### src/rtl/alu_wb_stage.sv
// ALU writeback stage: buffers lane results in a small FIFO and retires them to the
// register file in order, turning illegal-op results into a one-cycle exception pulse.
module alu_wb_stage #(
   parameter int DEPTH = 2
) (
   input  logic                      clk,
   input  logic                      rst,
   input  logic                      done,
   output logic                      wb_ready,
   input  logic [31:0]               alu_out,
   input  logic [3:0]                write_en,
   input  logic [3:0]                Z,
   input  logic [3:0]                N,
   input  logic [3:0]                C,
   input  logic [3:0]                V,
   input  logic                      illegal_opcode,
   input  logic [4:0]                warp_id_i,
   input  logic [3:0]                dst_reg,
   input  logic                      flush,
   output logic                      rf_valid,
   input  logic                      rf_ready,
   output logic [8:0]                rf_addr,
   output logic [31:0]               rf_wdata,
   output logic [3:0]                rf_we,
   output logic [15:0]               rf_flags,
   output logic                      exc_valid,
   output logic [4:0]                exc_warp,
   output logic [$clog2(DEPTH):0]    count,
   output logic [15:0]               retired
);

   localparam int AW = $clog2(DEPTH);
   localparam int CW = AW + 1;
   localparam int EW = 62;

   // Entry layout: {alu_out, write_en, {V,C,N,Z}, illegal, warp, dst}
   logic [EW-1:0] mem_q [DEPTH];
   logic [AW-1:0] wr_ptr_q, wr_ptr_d;
   logic [AW-1:0] rd_ptr_q, rd_ptr_d;
   logic [CW-1:0] count_q, count_d;
   logic [15:0]   retired_q, retired_d;
   logic          exc_valid_q, exc_valid_d;
   logic [4:0]    exc_warp_q, exc_warp_d;

   logic [EW-1:0] entry_s;
   logic [EW-1:0] head_s;
   logic          not_empty_s;
   logic          wb_ready_s;
   logic          head_write_s;
   logic          head_exc_s;
   logic          push_s;
   logic          pop_s;

   // Head classification and handshake decode, all from registered state
   always_comb begin
      entry_s      = {alu_out, write_en, V, C, N, Z, illegal_opcode, warp_id_i, dst_reg};
      head_s       = mem_q[rd_ptr_q];
      not_empty_s  = (count_q != {CW{1'b0}});
      wb_ready_s   = (count_q < CW'(DEPTH));
      head_write_s = not_empty_s && !head_s[9] && (head_s[29:26] != 4'b0000);
      head_exc_s   = not_empty_s && head_s[9];
      push_s       = !flush && done && wb_ready_s;
      if (head_write_s) begin
         pop_s = !flush && rf_ready;
      end else begin
         pop_s = !flush && not_empty_s;
      end
   end

   // Pointer, occupancy, retire-counter and exception next-state
   always_comb begin
      wr_ptr_d    = wr_ptr_q;
      rd_ptr_d    = rd_ptr_q;
      count_d     = count_q;
      retired_d   = retired_q;
      exc_valid_d = pop_s && head_exc_s;
      exc_warp_d  = exc_warp_q;
      if (flush) begin
         wr_ptr_d = {AW{1'b0}};
         rd_ptr_d = {AW{1'b0}};
         count_d  = {CW{1'b0}};
      end else begin
         if (push_s) begin
            wr_ptr_d = wr_ptr_q + AW'(1'b1);
         end else begin
            wr_ptr_d = wr_ptr_q;
         end
         if (pop_s) begin
            rd_ptr_d = rd_ptr_q + AW'(1'b1);
         end else begin
            rd_ptr_d = rd_ptr_q;
         end
         case ({push_s, pop_s})
            2'b10:   count_d = count_q + CW'(1'b1);
            2'b01:   count_d = count_q - CW'(1'b1);
            default: count_d = count_q;
         endcase
      end
      if (pop_s && head_write_s && (retired_q != 16'hFFFF)) begin
         retired_d = retired_q + 16'h0001;
      end else begin
         retired_d = retired_q;
      end
      if (exc_valid_d) begin
         exc_warp_d = head_s[8:4];
      end else begin
         exc_warp_d = exc_warp_q;
      end
   end

   // Control and status registers
   always_ff @(posedge clk or negedge rst) begin
      if (!rst) begin
         wr_ptr_q    <= {AW{1'b0}};
         rd_ptr_q    <= {AW{1'b0}};
         count_q     <= {CW{1'b0}};
         retired_q   <= 16'h0000;
         exc_valid_q <= 1'b0;
         exc_warp_q  <= 5'd0;
      end else begin
         wr_ptr_q    <= wr_ptr_d;
         rd_ptr_q    <= rd_ptr_d;
         count_q     <= count_d;
         retired_q   <= retired_d;
         exc_valid_q <= exc_valid_d;
         exc_warp_q  <= exc_warp_d;
      end
   end

   // Result storage; entries are cleared on reset so nothing stale is replayed
   always_ff @(posedge clk or negedge rst) begin
      if (!rst) begin
         for (int i = 0; i < DEPTH; i++) begin
            mem_q[i] <= {EW{1'b0}};
         end
      end else if (push_s) begin
         mem_q[wr_ptr_q] <= entry_s;
      end
   end

   // rf_* are zeroed outside a WRITE head so reset and idle present clean values
   always_comb begin
      wb_ready  = wb_ready_s;
      rf_valid  = head_write_s;
      count     = count_q;
      retired   = retired_q;
      exc_valid = exc_valid_q;
      exc_warp  = exc_warp_q;
      if (head_write_s) begin
         rf_addr  = head_s[8:0];
         rf_wdata = head_s[61:30];
         rf_we    = head_s[29:26];
         rf_flags = head_s[25:10];
      end else begin
         rf_addr  = 9'h000;
         rf_wdata = 32'h0000_0000;
         rf_we    = 4'h0;
         rf_flags = 16'h0000;
      end
   end

endmodule

### config.mk
export PLATFORM = sky130hd
export DESIGN_NAME = alu_wb_stage
export DESIGN_NICKNAME = d
export VERILOG_FILES = /design/src/rtl/alu_wb_stage.sv
export SDC_FILE = /design/constraint.sdc
export NUM_CORES = 1
export LEC_CHECK = 0
export BUFFER_PORTS_ARGS = -buffer_cell sky130_fd_sc_hd__buf_4
export CORE_UTILIZATION = 40
export CTS_BUF_LIST = sky130_fd_sc_hd__clkbuf_2
export CTS_CLUSTER_SIZE = 30
export DETAILED_ROUTE_END_ITERATION = 8
export REMOVE_ABC_BUFFERS = 1
export SETUP_SLACK_MARGIN = 0.15
export SLEW_MARGIN = 30
export SYNTH_ARGS = -nofsm -noshare
export SYNTH_HDL_FRONTEND = slang
export SYNTH_SLANG_ARGS = --single-unit
### constraint.sdc
create_clock -name clk -period 2.1 [get_ports clk]
set_input_delay 0.21 -clock clk [delete_from_list [all_inputs] [get_ports clk]]
set_output_delay 0.21 -clock clk [all_outputs]
set_load 0.02 [all_outputs]
Word level (Yosys, flattened, before mapping)
Cells that the tools add are included.
- word-level logic and storage cells: 57
- output and inout bits: 87
- register bits: 150
- input bits: 67
- $add $sub $neg: 5
- order comparisons: 4
- equality and inequality tests: 3
- reduce and logical (&&, ||, !) cells: 18
- bitwise logic cells: 2
- mux-type cells: 17
- operators by type and width (operator ; count):
    $mux W62 ; 4
    $bwmux W124 ; 1
    $demux W62 S1 ; 1
    $mux W32 ; 1
    $add A16 B1 Y16 const B ; 1
    $mux W16 ; 1
    $ne A16 B16 Y1 const B ; 1
    $logic_and A1 B1 Y1 ; 11
    $mux W9 ; 1
    $reduce_bool A2 Y1 ; 3
    $mux W1 ; 5
    $ge A2 B2 Y1 const B ; 2
    $mux W4 ; 1
    $not A1 Y2 ; 2
    $pmux W2 S2 ; 1
    $reduce_bool A4 Y1 ; 1
    $reduce_bool A3 Y1 ; 1
    $add A1 B1 Y1 const B ; 2
    $add A2 B1 Y2 const B ; 1
    $eq A2 B1 Y1 const B ; 1
    $eq A2 B2 Y1 const B ; 1
    $logic_not A1 Y1 ; 2
    $lt A2 B1 Y1 const B ; 1
    $lt A2 B2 Y1 const B ; 1
    other kinds (2) ; 2

Logic depth before layout (Yosys ltp)
- word-level depth: 11
- depth in mapped cells: 7
- mapped depth without buffers: 6

Worst setup path before layout
OpenSTA, ideal clock, no wires.
- kind: register -> register
- start: register retired_q[0] (netlist: retired[0])
- end: register retired_q[10] (netlist: retired[10])
- data required time: 1.975 ns
- clock period less this slack: 2.116 ns
- buffers on the path: 0
- cell stages (with the launch flop): 7
- library setup time: 0.125 ns
- setup slack: -0.016 ns
- arrival: 1.991 ns
- cells stage by stage: dfrtp_1 > ha_1 > nand2_1 > nor2_1 > or4b_1 > nor2_1 > mux2_2
- cells in the longest elaborated chain, start to end: 2
- elaborated cells on any way between the ends: 3
- classes of those cells: add/sub: 1; eq/ne: 1; reduce/logical: 1
- RTL lines (item ; RTL line ; text):
    from (decl) ; 41 ; logic [15:0] retired_q, retired_d;
    from (signal assigned) ; 124 ; retired_q <= retired_d;
    branches (longest 2 deep; another with $add A16 B1 Y16) ; -- ;
Parallel ways; which one is timed is not known.
A chain may end at the register's enable or synchronous reset.

Worst setup path in the final report
- start: register rd_ptr_q
- end: output rf_addr[2]
- cells in the longest elaborated chain, start to end: 8
- elaborated cells on any way between the ends: 9
- classes of those cells: mux: 4; bitwise: 1; reduce/logical: 4
- RTL lines (item ; RTL line ; text):
    from (decl) ; 39 ; logic [AW-1:0] rd_ptr_q, rd_ptr_d;
    from (signal assigned) ; 115 ; rd_ptr_q <= {AW{1'b0}};
    from (signal assigned) ; 122 ; rd_ptr_q <= rd_ptr_d;
    $not A1 Y2 (not written as such) (*) ; 57 ; head_s = mem_q[rd_ptr_q];
    $mux W62 (not written as such) (*) (3 in series) ; 57 ;
    $logic_not A1 Y1 ; 60 ; head_write_s = not_empty_s && !head_s[9] && (head_s[29:26] != 4'b0000);
    $logic_and A1 B1 Y1 (2 in series) ; 60 ;
    $mux W9 (*) ; 149 ; if (head_write_s) begin
    to (decl) ; 22 ; output logic [8:0] rf_addr,
Mark *: on every way between the ends. The rest lies on a longest branch, timed or not. The select of a mux whose other input is x is not followed.

==> results.json <==
{
  "setup_violations": 64,
  "clock_path_buffers": 2,
  "numCtsBuffers": 17,
  "core_um2": 16500,
  "period_share_pct": 130,
  "root_buffer": "clkbuf_2",
  "slowest_delay_ps": 560,
  "postSynthCellCount": 519,
  "num_vias": 4973,
  "post-place-ws_ps": -19.6,
  "yosysTopAreaCellShare_pct": 55.6,
  "first_iter_violations": 145,
  "finalNetCount": 841,
  "tightest_slew_ps": 646,
  "fillers": 1371,
  "endpoint_kind": "output port",
  "hold_viol_final": 0,
  "ir_worst_vdd_mv": 0.424,
  "finalHoldWorstSlack_ps": 272,
  "p_leak_nw": 4.36,
  "cts_tree": "built",
  "cts_sinks": 150,
  "die-area_um2": 17400,
  "startpoint_type": "register",
  "synth.cells.most_frequent": "dfrtp_1, mux2_2, nor2_1, mux2i_1, buf_2",
  "synth_top_area_cell": "dfrtp_1",
  "synth_area_um2": 6750,
  "first_pass_iters": 4,
  "fmax_mhz": 365,
  "violations": "negative setup slack",
  "synthMostInstantiatedCell": "dfrtp_1",
  "relSlewSlack_pct": 56.9,
  "synthArstFlopShare_pct": 100,
  "ant_nets": 0,
  "die_width_um": 132,
  "portBuffers": 153,
  "antenna_found_initial": 0,
  "die_y_um": 132,
  "cts-htree-levels": 4,
  "grt_pass1_wl_um": 27200,
  "fin_skew_ps": 23.0,
  "cts.clk_slew.worst_paths_ps": 210,
  "synth-edff-count": 0,
  "seq_area_frac_synth_pct": 55.6,
  "fin_crit_ps": 2740,
  "drt-total-wl_um": 16900,
  "track_usage_pct": 20.0,
  "power_density_nw_per_um2": 863,
  "start_util_pct": 40.8,
  "dr_wl_met3_um": 685,
  "grt_pass1_vias": 5353,
  "routabilityCongestion": 0.785,
  "grt.overflow.total": 0,
  "hpwl_um": 10300,
  "status": "complete, but fails checks",
  "io_pins": 154,
  "drive_above_1_share_pct": 49.4,
  "met2_length_um": 8200,
  "grt_setup_unrepaired": "true",
  "synth_area_leaders": "dfrtp_1, mux2_2, mux2i_1",
  "post_drt_wl_per_cell_um": 16.8,
  "worst-path-max-fanout": 30,
  "yosys_warnings": 0,
  "num_antenna_cells": 0,
  "synth_ff_type": "dfrtp_1",
  "clk_latency_ps": 700,
  "area_growth_syn_to_layout_pct": 44.7,
  "arrival_ps": 2530,
  "crit_required_ps": 1890,
  "std_cell_rows": 47,
  "via_per_inst": 4.95,
  "final_util_pct": 59.1,
  "slowest_stage": "dfrtp_4",
  "wl_met1_um": 7780,
  "synth_cell_types": 36,
  "drc": 0,
  "criticalPathCategory": "reg -> out",
  "fin_ws_ps": -637,
  "topRoutingLayerUsed": "met4",
  "maxCapViolCount": 0,
  "grt_max_degree": 50,
  "path_cells": "or4_4 > nor2_4 > or3_4 > buf_12 > nor2_1 > buf_4",
  "worst_hold_path_type": "in -> reg",
  "avgSynthCellArea_um2": 13.0,
  "yosys_register_bits": 150,
  "slew_viol_final": 0
}
-- worst paths after layout --
kind,slack (ps),startpoint,cells after the start,end
min in group asynchronous,610,rst,4,retired[7]
worst max register to register,-70,rd_ptr_q,8,retired[8]
max in group asynchronous,1200,rst,4,mem_q[38]
worst min-delay path,270,warp_id_i[2],3,mem_q[68]
worst max-delay path,-640,rd_ptr_q,6,rf_addr[2]
worst min register to register,520,retired[9],1,retired[9]
-- where the power goes --
group          internal, W  switching, W
logic              0.00156       0.00130
registers          0.00361      0.000406
clock network     0.000525       0.00103
total              0.00569       0.00274
-- cell families (layout without fill, tap and decap cells) --
| kind of cell | Yosys count | count (layout) | share of synthesized area (%) |
|---|---|---|---|
| fa+ha+maj | 1 | 1 | 0.185 |
| buf+inv | 32 | 298 | 2.24 |
| simple gates | 118 | 118 | 7.94 |
| compound gates | 14 | 14 | 1.58 |
| flops | 150 | 150 | 55.6 |
| xor+xnor | 14 | 14 | 1.82 |
| mux | 190 | 190 | 30.6 |
-- through the flow --
stage | setup TNS, ps | instance area, um2 | total power (W) | cells
2_1_floorplan | -668640 | 6610 | 0.00562 | 490
3_3_place_gp | -2.21 | 8300 | 0.00652 | 888
3_5_place_dp | -36.8 | 8300 | 0.00665 | 888
4_1_cts | -42190 | 9440 | 0.00838 | 998
5_1_grt | -47650 | 9760 | 0.00896 | 1005
6_report | -37790 | 9760 | 0.00843 | 1005
-- flip-flops by register name (all words and copies together), names as in the netlist --
name and flops:
mem_q 124, retired 16, exc_warp 5, count 2, exc_valid 1, rd_ptr_q 1, wr_ptr_q 1
-- area by class of cell --
class / instances / area [um2] / share of cell area, %
clock buffers: 17 / 85.1 / 0.871
clock inverters: 14 / 138 / 1.41
inverters: 3 / 18.8 / 0.192
multi-input cells: 337 / 3080 / 31.6
flip-flops and latches: 150 / 3760 / 38.5
well taps: 220 / 275 / 2.82
repair buffers: 264 / 2400 / 24.6
-- placed cells by master (no fill, tap or decap), drive strengths merged, types with 2 or more instances in the layout --
cell type / instances
or3: 2
clkinvlp: 4
mux2: 128
nand2b: 3
xor2: 5
nor3: 6
nand4: 5
nand2: 10
nand3: 7
clkbuf: 20
mux2i: 62
bufinv: 2
clkinv: 8
dlygate4sd3: 67
buf: 194
dfrtp: 150
o21ai: 2
xnor2: 9
nor2: 76
inv: 3
a21oi: 8
or4b: 2
-- layer usage --
| metal | global-route usage [%] | up-vias |
|---|---|---|
| li1 | - | 2322 |
| met1 | 26.5 | 2502 |
| met2 | 32.7 | 131 |
| met3 | 4.23 | 18 |
| met4 | 6.65 | 0 |
| met5 | 0 | - |
-- critical path, delay by kind of cell (launching register included) --
family	cells	cell delay, ps
buffers and inverters	2	360
DFF	1	560
and+or+nand+nor	4	910
-- repair_timing --
item	in CTS	in global routing
setup buffers	8	5
endpoints found under the setup margin	133	116
hold endpoints to repair	284	0
hold buffers	68	0
gates cloned	3	2
gates resized for setup	19	55
pin swaps	2	16
(Power assumes the default switching activity.)
